### src/rtl/neuron_layer_sched_if.sv
// Result stream of the layer scheduler: valid/ready handshake
// carrying neuron index and ReLU output. master = producer.
interface neuron_layer_sched_if #(
  parameter int MA   = 2,
  parameter int ACCW = 18
);
  logic            y_valid;
  logic            y_ready;
  logic [MA-1:0]   y_idx;
  logic [ACCW-1:0] y_data;

  modport master (
    output y_valid,
    output y_idx,
    output y_data,
    input  y_ready
  );

  modport slave (
    input  y_valid,
    input  y_idx,
    input  y_data,
    output y_ready
  );
endinterface

### src/rtl/neuron_layer_sched.sv
// One shared signed MAC computes y[m]=ReLU(sum x[i]*W[m][i]+B[m])
// for M neurons. Ports: clk, rst_n (sync, active-low), start,
// abort, x_in (latched on start), w_addr/w_data and b_addr/b_data
// (combinational-read memories), busy, done, y (result stream).
module neuron_layer_sched #(
  parameter int N     = 4,
  parameter int M     = 3,
  parameter int WIDTH = 8,
  parameter int ACCW  = 2*WIDTH+2,
  parameter int WA    = (M*N > 1) ? $clog2(M*N) : 1,
  parameter int MA    = (M > 1) ? $clog2(M) : 1
) (
  input  logic                 clk,
  input  logic                 rst_n,
  input  logic                 start,
  input  logic                 abort,
  input  logic [N*WIDTH-1:0]   x_in,
  output logic [WA-1:0]        w_addr,
  input  logic [WIDTH-1:0]     w_data,
  output logic [MA-1:0]        b_addr,
  input  logic [WIDTH-1:0]     b_data,
  output logic                 busy,
  output logic                 done,
  neuron_layer_sched_if.master y
);

  localparam int IW = (N > 1) ? $clog2(N) : 1;

  typedef enum logic [1:0] {
    IDLE,
    BIAS,
    MAC,
    OUT
  } state_t;

  state_t state;
  state_t nxt;

  logic signed [WIDTH-1:0]   x_r [N];
  logic [MA-1:0]             m;
  logic [IW-1:0]             i;
  logic [WA-1:0]             wp;
  logic signed [ACCW-1:0]    acc;

  logic                      hs;
  logic                      last_i;
  logic                      last_m;
  logic signed [2*WIDTH-1:0] prod;
  logic signed [ACCW-1:0]    prod_x;
  logic signed [ACCW-1:0]    bias_x;

  assign hs     = (state == OUT) && y.y_ready;
  assign last_i = (i == IW'(N-1));
  assign last_m = (m == MA'(M-1));
  assign prod   = x_r[i] * $signed(w_data);
  assign prod_x = {{(ACCW-2*WIDTH){prod[2*WIDTH-1]}}, prod};
  assign bias_x = {{(ACCW-WIDTH){b_data[WIDTH-1]}}, b_data};

  always_ff @(posedge clk) begin
    if (!rst_n) state <= IDLE;
    else        state <= nxt;
  end

  always_comb begin
    nxt = state;
    unique case (state)
      IDLE: if (start && !abort) nxt = BIAS;
      BIAS: nxt = abort ? IDLE : MAC;
      MAC: begin
        if (abort)       nxt = IDLE;
        else if (last_i) nxt = OUT;
      end
      OUT: begin
        if (abort)   nxt = IDLE;
        else if (hs) nxt = last_m ? IDLE : BIAS;
      end
      default: nxt = IDLE;
    endcase
  end

  always_comb begin
    busy      = (state != IDLE);
    w_addr    = '0;
    b_addr    = '0;
    y.y_valid = 1'b0;
    y.y_idx   = '0;
    y.y_data  = '0;
    unique case (state)
      BIAS: b_addr = m;
      MAC:  w_addr = wp;
      OUT: begin
        y.y_valid = 1'b1;
        y.y_idx   = m;
        if (!acc[ACCW-1]) y.y_data = $unsigned(acc);
      end
      default: ;
    endcase
  end

  // wp walks m*N+i linearly across the pass, so no multiplier
  // is needed for the weight address.
  always_ff @(posedge clk) begin
    if (!rst_n) begin
      for (int k = 0; k < N; k++) x_r[k] <= '0;
      m    <= '0;
      i    <= '0;
      wp   <= '0;
      acc  <= '0;
      done <= 1'b0;
    end else begin
      done <= 1'b0;
      unique case (state)
        IDLE: begin
          if (start && !abort) begin
            for (int k = 0; k < N; k++)
              x_r[k] <= x_in[k*WIDTH +: WIDTH];
            m  <= '0;
            wp <= '0;
          end
        end
        BIAS: begin
          acc <= bias_x;
          i   <= '0;
        end
        MAC: begin
          acc <= acc + prod_x;
          i   <= i + 1'b1;
          wp  <= wp + 1'b1;
        end
        OUT: begin
          if (hs && !abort) begin
            if (last_m) done <= 1'b1;
            else        m    <= m + 1'b1;
          end
        end
        default: ;
      endcase
    end
  end

endmodule

### src/flat_wrapper.sv
// flat-port wrapper written by rule: the top's interface ports become plain ports
module neuron_layer_sched_flat 
#(
  parameter int N     = 4,
  parameter int M     = 3,
  parameter int WIDTH = 8,
  parameter int ACCW  = 2*WIDTH+2,
  parameter int WA    = (M*N > 1) ? $clog2(M*N) : 1,
  parameter int MA    = (M > 1) ? $clog2(M) : 1
)
  (clk, rst_n, start, abort, x_in, w_addr, w_data, b_addr, b_data, busy, done, y_y_valid, y_y_idx, y_y_data, y_y_ready);
  neuron_layer_sched_if #(.MA(MA), .ACCW(ACCW)) y_i ();
  input  logic clk;
  input  logic rst_n;
  input  logic start;
  input  logic abort;
  input  logic [N*WIDTH-1:0] x_in;
  output logic [WA-1:0] w_addr;
  input  logic [WIDTH-1:0] w_data;
  output logic [MA-1:0] b_addr;
  input  logic [WIDTH-1:0] b_data;
  output logic busy;
  output logic done;
  output wire logic [$bits(y_i.y_valid)-1:0] y_y_valid;
  output wire logic [$bits(y_i.y_idx)-1:0] y_y_idx;
  output wire logic [$bits(y_i.y_data)-1:0] y_y_data;
  input wire logic [$bits(y_i.y_ready)-1:0] y_y_ready;
  assign y_y_valid = y_i.y_valid;
  assign y_y_idx = y_i.y_idx;
  assign y_y_data = y_i.y_data;
  assign y_i.y_ready = y_y_ready;
  neuron_layer_sched #(.N(N), .M(M), .WIDTH(WIDTH), .ACCW(ACCW), .WA(WA), .MA(MA)) u_core (.clk(clk), .rst_n(rst_n), .start(start), .abort(abort), .x_in(x_in), .w_addr(w_addr), .w_data(w_data), .b_addr(b_addr), .b_data(b_data), .busy(busy), .done(done), .y(y_i));
endmodule
### config.mk
export PLATFORM = sky130hd
export DESIGN_NAME = neuron_layer_sched_flat
export DESIGN_NICKNAME = d
export VERILOG_FILES = /design/src/rtl/neuron_layer_sched_if.sv /design/src/rtl/neuron_layer_sched.sv /design/src/flat_wrapper.sv
export SDC_FILE = /design/constraint.sdc
export NUM_CORES = 1
export LEC_CHECK = 0
export ABC_AREA = 1
export BUFFER_PORTS_ARGS = -buffer_cell sky130_fd_sc_hd__buf_4
export CAP_MARGIN = 20
export CORE_MARGIN = 2
export CORE_UTILIZATION = 35
export CTS_BUF_LIST = sky130_fd_sc_hd__clkbuf_4 sky130_fd_sc_hd__clkbuf_8
export CTS_CLUSTER_SIZE = 10
export DETAILED_ROUTE_END_ITERATION = 8
export SYNTH_ARGS = -nofsm -noshare
export SYNTH_HDL_FRONTEND = slang
export SYNTH_SLANG_ARGS = --single-unit
### constraint.sdc
create_clock -name clk -period 11.53 [get_ports clk]
set_input_delay 0.5765 -clock clk [delete_from_list [all_inputs] [get_ports clk]]
set_output_delay 0.5765 -clock clk [all_outputs]
set_load 0.05 [all_outputs]
==> results of run 1 <==
[cells in the mapped netlist, types with 2 or more instances]
library cell | instances | area (um^2)
o21ai_1 | 2 | 10.01
o21bai_1 | 5 | 37.54
nand3_2 | 3 | 30.03
clkbuf_1 | 8 | 30.03
dfxtp_1 | 31 | 620.6
nand4_1 | 5 | 31.28
edfxtp_1 | 32 | 960.9
a31oi_1 | 6 | 37.54
o21ai_0 | 20 | 100.1
buf_4 | 2 | 15.01
xor2_1 | 3 | 26.28
inv_1 | 185 | 694.4
fa_1 | 80 | 1602
nand2_1 | 149 | 559.3
a21oi_2 | 5 | 43.79
buf_2 | 8 | 40.04
ha_1 | 50 | 625.6
xnor2_1 | 3 | 26.28
nor2_1 | 105 | 394.1
nand3_1 | 41 | 205.2
and3_1 | 2 | 12.51
nor2_2 | 3 | 18.77
o22ai_1 | 5 | 31.28
a211oi_1 | 4 | 30.03
inv_2 | 5 | 18.77
nand2_2 | 8 | 50.05
a21oi_1 | 22 | 110.1
nor3_1 | 3 | 15.01
clkinv_1 | 3 | 11.26
[kinds of logic (layout without fill, tap and decap cells)]
family | Yosys count | after routing | share of synthesized area [%]
flip-flops | 63 | 63 | 24.52
other | 1 | 1 | 0.05813
adder cells (fa/ha/maj) | 130 | 130 | 34.52
AO/OA/AOI/OAI | 72 | 72 | 6.595
XOR/XNOR | 6 | 6 | 0.8147
buffers and inverters | 212 | 292 | 12.61
AND/OR/NAND/NOR | 323 | 323 | 20.89
[layout by cell type, fill, tap and decap left out, drive strengths merged, types with 2 or more instances in the layout]
cell type / instances
clkinv: 7
edfxtp: 32
a21oi: 27
nor3: 3
nand2: 157
xnor2: 3
o22ai: 5
clkbuf: 11
o21ai: 23
a31oi: 6
fa: 80
inv: 190
buf: 83
nor2: 108
nand3: 44
dfxtp: 31
ha: 50
xor2: 3
a211oi: 4
o21bai: 5
and3: 2
nand4: 5
[layer usage]
metal	part of all wire [%]	up-vias	GRT usage [%]
met5	0	-	0
met3	4.5	21	3.338
met4	1.7	0	4.737
li1	-	2602	-
met2	44	107	25.62
met1	50	2424	23.70
[state kept, by name, summed over array words and instances (netlist names), named ones only]
register,cells
u_core.m,2
u_core.x_r,32
u_core.acc,18
u_core.wp,4
u_core.i,2
u_core.done,1
u_core.state,2
[tightest hold or removal path, cell delays in order, from the launching register on]
cell and delay, ps:
dfxtp_1 310, nand2_1 60, a31oi_1 70
[area by class of cell]
type,count,area share [%]
inverter,193,9.705
clock buffer,11,1.944
timing repair buffer,83,8.347
multi-input combinational,532,54.34
sequential,63,21.19
tap,229,3.838
clock inverter,5,0.6369
[path summary, 6_finish.rpt]
path / to
worst max-delay path: u_core.acc[14]$_SDFFE_PN0N_
worst min-delay path: u_core.acc[6]$_SDFFE_PN0N_
worst max register to register: u_core.acc[14]$_SDFFE_PN0N_
worst min register to register: u_core.acc[6]$_SDFFE_PN0N_
[through the flow]
step | setup WS [ps] | hold WS [ps]
floorplan | 6195 | 457.8
global placement | 6027 | 478.5
detailed placement | 5951 | 485.1
CTS | 5920 | 489.9
global route | 5495 | 506.1
finish | 5933 | 497.3
==> metrics.md, run 1 <==
| Metric | Value |
|---|---|
| Setup TNS Final | `0 ps` |
| Avg Inst Size Synth | `7.994 um^2` |
| CTS root buffer | `clkbuf_8` |
| Startpoint types | `flip-flop` |
| Max_slew headroom | `about a third` |
| # rows | `49` |
| Post-DP Area | `7272 um^2` |
| Worst Hold Class | `flip-flop to flip-flop` |
| Sequential share of the synthesized area | `around a quarter` |
| Util after Layout | `41.41%` |
| Unrepaired setup endpoints after global routing | `false` |
| Largest net degree at the start of global routing | `33` |
| 1st-iter DRT viols | `about 320` |
| Register area | `about 1600 um^2` |
| Crit Path Class | `flip-flop to flip-flop` |
| First-pass DRT Iterations | `5` |
| Cell count along the critical path | `21` |
| Post-Route WL | `15000 um` |
| Final Non-Filler Cells | `1116` |
| Via density per instance | `4.618` |
| Buffer and inverter count on the worst path | `2` |
| Post-cts sizing count | `0` |
| Post-synth EDFFs | `32` |
| Total of max-cap violations | `0` |
| Dpl hpwl | `12430 um` |
| Drt drc | `0` |
| Core region area | `18020 um^2` |
| CP dominant cell by count | `nand2_1` |
| Die area | `~20000 um^2` |
| Final critical-path share of the clock period | `between 40% and 50%` |
| Slew @ Worst Pin | `1023 ps` |
| Run status | `complete, no violations` |
| Worst r2r path cells | `21` |
| Crit path DAT | `5880 ps` |
| Ys Warns | `0` |
| Synthesized flop and latch total | `63` |
| Total GRT Usage | `between 15 and 20%` |
| Fin. max-slew vios | `0` |
| Slowest CP cell | `dfxtp_1` |
| Crit end category | `flip-flop` |
| Vias in the first global route | `5221` |
| Max incr delay on CP | `650 ps` |
| Clock skew | `8.934 ps` |
| Postcts setup bufs | `0` |
| Initial antenna violation count | `0` |
| Synth Flop Type | `edfxtp_1` |
| # setup viols final | `0` |
| Netlist cell types | `38` |
| Die height | `139.8 um` |
| Area Growth Syn to Fin | `15.71%` |
| Inserted Clock Buffers | `9` |
| Netlist Area Pre-Place | `~6500 um^2` |
| Antenna viol nets, final | `0` |
| CTS tree | `done` |
| H-Tree Depth | `3` |
| Clock-pin slew on the worst setup and hold paths | `70 ps` |
| Clock latency on the worst-skew pair | `360 ps` |
| Die Wd | `139.8 um` |
| Multi-input logic area | `4056 um^2` |
| Cells after Synth | `slightly above 800` |
| Total congestion overflow | `0` |
| Hold depth | `2` |
| Top delay family on crit path | `adder cells` |
| Fmax | `0.1787 GHz` |
| I/O pins | `82` |
| CTS max path bufs | `2` |
| Post-Syn Nets | `between 900 and 1000` |
| CP Cell Sequence | `inv_2 -> nand2_1 -> nand3_1 -> nand2_1 -> nand2_1 -> fa_1 -> fa_1 -> inv_1 -> fa_1 -> fa_1 -> fa_1 -> ha_1 -> a21oi_2 -> nand2_1 -> nand2_1 -> nand2_2 -> nand2_2 -> nand2_1 -> nand2_1 -> nand3_1 -> a21oi_1` |
| GP Congestion | `0.8637` |
| Layout cells sized above 1 | `~14%` |
| Filler instances | `1929` |
| # hold bufs at CTS | `0` |
| Reg2Reg Setup Slack | `roughly 5900 ps` |
| Worst Path Required | `11810 ps` |
| Via count | `5154` |
| Initial core utilization | `35.79%` |
| IO buf count | `80` |
| Clock Sinks | `63` |
| Async SR Flop Fraction | `0%` |
| Nets | `about 1100` |
| Cell area after layout | `7465 um^2` |
| Placed cells | `1100` |
| First-pass GRT wire length | `between 20000 and 30000 um` |
| Hold_sp | `u_core.acc[6]$_SDFFE_PN0N_` |
| ANT cells | `0` |
| Final hold vios | `0` |
| Fin crit period | `approximately 5600 ps` |
| Post-DR wirelength/cell | `13.44 um` |
| CP Max Fanout | `17` |
Power of run 1 is left out: the tool's default activity adds up to more than one toggle a clock period on the data nets, which glitch-free logic cannot reach.
==> run 2: changes to the inputs <==
clock period = 5.69 ns   (was 11.53 ns; I/O delays follow)
==> metrics.md, run 2 (same netlist as run 1, synthesis figures left out) <==
| Metric | Value |
|---|---|
| CTS root buffer | `clkbuf_8` |
| Drt drc | `0` |
| Final hold vios | `0` |
| ANT cells | `0` |
| Fmax | `0.1911 GHz` |
| Run status | `complete, no violations` |
| Hold depth | `3` |
| Clock skew | `~11 ps` |
| Startpoint types | `flip-flop` |
| Top reg by flops | `u_core.x_r` |
| Setup TNS Final | `0 ps` |
| Hold_sp | `x_in[22]` |
| Total of max-cap violations | `0` |
| Pre-CTS WS | `around 480 ps` |
| Via density per instance | `4.629` |
| H-Tree Depth | `3` |
| Clock-pin slew on the worst setup and hold paths | `70 ps` |
| Die height | `approximately 140 um` |
| IO buf count | `80` |
| Crit end category | `flip-flop` |
| Max incr delay on CP | `560 ps` |
| Initial antenna violation count | `0` |
| I/O pins | `82` |
| CTS tree | `done` |
| Final setup margin | `roughly 460 ps` |
| Min Hold Slack | `220.4 ps` |
| Total congestion overflow | `0` |
| Fin. max-slew vios | `0` |
| Worst Path Required | `between 5000 and 6000 ps` |
| Initial core utilization | `between 30% and 40%` |
| CP dominant cell by count | `nand2_1` |
| Dpl hpwl | `12320 um` |
| Core region area | `18020 um^2` |
| Antenna viol nets, final | `0` |
| Layout cells sized above 1 | `14.17%` |
| Inserted Clock Buffers | `9` |
| Via count | `~5200` |
| Largest regs | `u_core.x_r: 32 flops, u_core.acc: 18 flops, u_core.wp: 4 flops` |
| Clock Sinks | `63` |
| Vias in the first global route | `5205` |
| Area Growth Syn to Fin | `15.87%` |
| Largest net degree at the start of global routing | `33` |
| First-pass GRT wire length | `25540 um` |
| Clock latency on the worst-skew pair | `360 ps` |
| Slowest CP cell | `fa_1` |
| Worst r2r path cells | `21` |
| Crit path DAT | `5510 ps` |
| Postcts setup bufs | `0` |
| First-pass DRT Iterations | `5` |
| CP Cell Sequence | `inv_1 -> nand3_1 -> nand2_1 -> inv_1 -> nand2_1 -> fa_1 -> fa_1 -> inv_1 -> fa_1 -> fa_1 -> fa_1 -> ha_1 -> a21oi_2 -> nand2_1 -> nand2_1 -> nand2_2 -> nand2_2 -> nand2_1 -> nand2_1 -> nand3_1 -> a21oi_1` |
| Most frequent cells in the layout | `185 x inv_1, 149 x nand2_1, 105 x nor2_1` |
| Post-cts sizing count | `0` |
| Util after Layout | `41.47%` |
| CTS max path bufs | `2` |
| Filler instances | `1859` |
| Final critical-path share of the clock period | `91.98%` |
| GP Congestion | `approximately 0.88` |
| Total GRT Usage | `between 10% and 20%` |
| # setup viols final | `0` |
| Post-DR wirelength/cell | `between 10 and 15 um` |
| # hold bufs at CTS | `0` |
| Fin crit period | `5234 ps` |
| Max_slew headroom | `53.77%` |
| Post-Route WL | `about 15000 um` |
| Max FFs per register | `32` |
| Crit Path Class | `flip-flop to flip-flop` |
| # rows | `49` |
| 1st-iter DRT viols | `298` |
| Slew @ Worst Pin | `693.5 ps` |
| Worst Hold Class | `input pin to flip-flop` |
| CP Max Fanout | `9` |
| Commonest non-fill, non-tap cell in the layout | `inv_1` |
| Nets | `1067` |
| Unrepaired setup endpoints after global routing | `false` |
| Die area | `19530 um^2` |
| Die Wd | `139.8 um` |
==> run 2: cell count changes in the layout (fill, tap and decap cells not counted), sizes merged <==
| cell | delta |
|---|---|
| buf | +2 |
==> run 2: through the flow <==
stage                     std cells  cell area (um^2)
final                          1118              7475
after global routing           1118              7475
after CTS                      1118              7475
after detailed placement       1102              7287
after global placement         1102              7287
after floorplan                 807              6451
==> run 2: final cells by class <==
class	instances	area, um^2	area share, %
Clock buffer	11	138.9	1.858
Clock inverter	5	48.80	0.6528
Inverter	193	724.4	9.692
Multi-Input combinational cell	532	4056	54.27
Sequential cell	63	1582	21.16
Tap cell	229	286.5	3.833
Timing Repair Buffer	85	638.1	8.537
==> run 2: worst max-delay path, delay by kind of cell, from the launching register on <==
kind            cells  cell delay (ps)
buf+inv             3              460
compound gates      2              310
fa+ha+maj           6             3020
simple gates       10              870
flops               1              500
==> run 2: final timing paths <==
check | to | slack, ps
setup / recovery | u_core.acc[14]$_SDFFE_PN0N_ | 460
hold / removal | u_core.x_r[2][6]$_SDFFCE_PN0P_ | 220
setup reg to reg | u_core.acc[14]$_SDFFE_PN0N_ | 460
hold reg to reg | u_core.acc[6]$_SDFFE_PN0N_ | 500
==> run 2: metal layers <==
layer,GRT usage (%),wire [um],up-vias
li1,-,-,2607
met1,23.59,7370,2426
met2,25.31,6493,128
met3,2.753,684,14
met4,4.474,195,0
met5,0,0,-
Power of run 2 is left out for the same reason.
==> run 3: changes to the inputs <==
MAX_ROUTING_LAYER = met4   (was unset)
==> metrics.md, run 3 (same netlist as run 1, synthesis figures left out) <==
| Metric | Value |
|---|---|
| Die Wd | `about 140 um` |
| Largest net degree at the start of global routing | `33` |
| Worst Hold Class | `input pin to flip-flop` |
| CP Max Fanout | `9` |
| Fin. max-slew vios | `0` |
| Commonest non-fill, non-tap cell in the layout | `inv_1` |
| Run status | `complete, no violations` |
| Reg2Reg Setup Slack | `410 ps` |
| Clock-pin slew on the worst setup and hold paths | `70 ps` |
| Area Growth Syn to Fin | `15.87%` |
| CTS tree | `done` |
| Core region area | `18020 um^2` |
| IO buf count | `80` |
| # hold bufs at CTS | `0` |
| Final hold vios | `0` |
| Crit path DAT | `approximately 5600 ps` |
| Post-DP Area | `7287 um^2` |
| Post-cts sizing count | `0` |
| Postcts setup bufs | `0` |
| Clock skew | `a little under 10 ps` |
| # rows | `49` |
| GP Congestion | `0.8963` |
| Inserted Clock Buffers | `9` |
| Startpoint types | `flip-flop` |
| Final critical-path share of the clock period | `slightly above 90%` |
| 1st-iter DRT viols | `248` |
| Most frequent cells in the layout | `185 x inv_1, 149 x nand2_1, 105 x nor2_1` |
| Initial core utilization | `35.79%` |
| Die height | `139.8 um` |
| Crit end category | `flip-flop` |
| Fin crit period | `around 5300 ps` |
| Largest regs | `u_core.x_r: 32 flops, u_core.acc: 18 flops, u_core.wp: 4 flops` |
| First-pass GRT wire length | `25530 um` |
| Critical Path Sink | `u_core.acc[14]$_SDFFE_PN0N_` |
| Max_slew headroom | `55.09%` |
| Cell area after layout | `between 7000 and 8000 um^2` |
| Clock latency on the worst-skew pair | `350 ps` |
| First-pass DRT Iterations | `4` |
| Total congestion overflow | `0` |
| Fmax | `0.1894 GHz` |
| Die area | `just under 20000 um^2` |
| Vias in the first global route | `5160` |
| Worst Path Required | `between 5000 and 6000 ps` |
| # setup viols final | `0` |
| Antenna viol nets, final | `0` |
| Initial antenna violation count | `0` |
| Clock Sinks | `63` |
| Drt drc | `0` |
| Max FFs per register | `32` |
| CTS root buffer | `clkbuf_8` |
| Total of max-cap violations | `0` |
| Layout cells sized above 1 | `14.17%` |
| Via density per instance | `~4.6` |
| Via count | `5107` |
| Setup TNS Final | `0 ps` |
| I/O pins | `82` |
| Total GRT Usage | `~17%` |
| H-Tree Depth | `3` |
| CTS max path bufs | `2` |
| Nets | `1067` |
| Unrepaired setup endpoints after global routing | `false` |
| Crit Path Class | `flip-flop to flip-flop` |
| Worst r2r path cells | `21` |
| Dpl hpwl | `12270 um` |
| Post-Route WL | `14900 um` |
| Top reg by flops | `u_core.x_r` |
| R2R Path End | `u_core.acc[14]$_SDFFE_PN0N_` |
| ANT cells | `0` |
| Post-DR wirelength/cell | `13.33 um` |
| Slew @ Worst Pin | `slightly below 700 ps` |
run 3: stage by stage:
stage                     setup slack (ps)  hold WS (ps)  utilization, %  instances
final                                410.4         222.2           41.47       1118
after global routing                 72.37         229.2           41.47       1118
after CTS                            422.9         203.0           41.47       1118
after detailed placement             464.7         479.8           40.43       1102
after global placement               529.9         476.6           40.43       1102
after floorplan                      354.9         446.4               -        807
run 3: worst max-delay path, stage by stage, from the launching register on:
cell,delay (ps)
dfxtp_1,490
inv_1,210
nand3_1,130
nand2_1,140
inv_1,200
nand2_1,100
fa_1,510
fa_1,550
inv_1,60
fa_1,550
fa_1,530
fa_1,500
ha_1,400
a21oi_2,190
nand2_1,120
nand2_1,90
nand2_2,70
nand2_2,70
nand2_1,50
nand2_1,50
nand3_1,60
a21oi_1,120
run 3: final cells by class:
cell class / count / area, um^2
repair buffers: 85 / 638.1
clock inverters: 5 / 48.80
multi-input cells: 532 / 4056
inverters: 193 / 724.4
flip-flops and latches: 63 / 1582
well taps: 229 / 286.5
fillers: 1868 / 10550
clock buffers: 11 / 138.9
run 3: layer usage:
metal,global-route usage [%],vias to the layer above,share of wire (%)
met5,-,-,0
li1,-,2602,-
met2,24.52,125,44
met1,24.06,2364,51
met4,5.263,0,1.3
met3,2.546,16,3.9
run 3: worst min-delay path by stage:
stage | from | to | slack, ps | depth (start not counted)
floorplan | y_y_ready | u_core.done$_SDFF_PN0_ | 450 | 2
global placement | u_core.acc[6]$_SDFFE_PN0N_ | u_core.acc[6]$_SDFFE_PN0N_ | 480 | 2
detailed placement | u_core.acc[6]$_SDFFE_PN0N_ | u_core.acc[6]$_SDFFE_PN0N_ | 480 | 2
CTS | x_in[2] | u_core.x_r[0][2]$_SDFFCE_PN0P_ | 200 | 3
global route | x_in[30] | u_core.x_r[3][6]$_SDFFCE_PN0P_ | 230 | 3
finish | x_in[2] | u_core.x_r[0][2]$_SDFFCE_PN0P_ | 220 | 3
Power of run 3 is left out for the same reason.
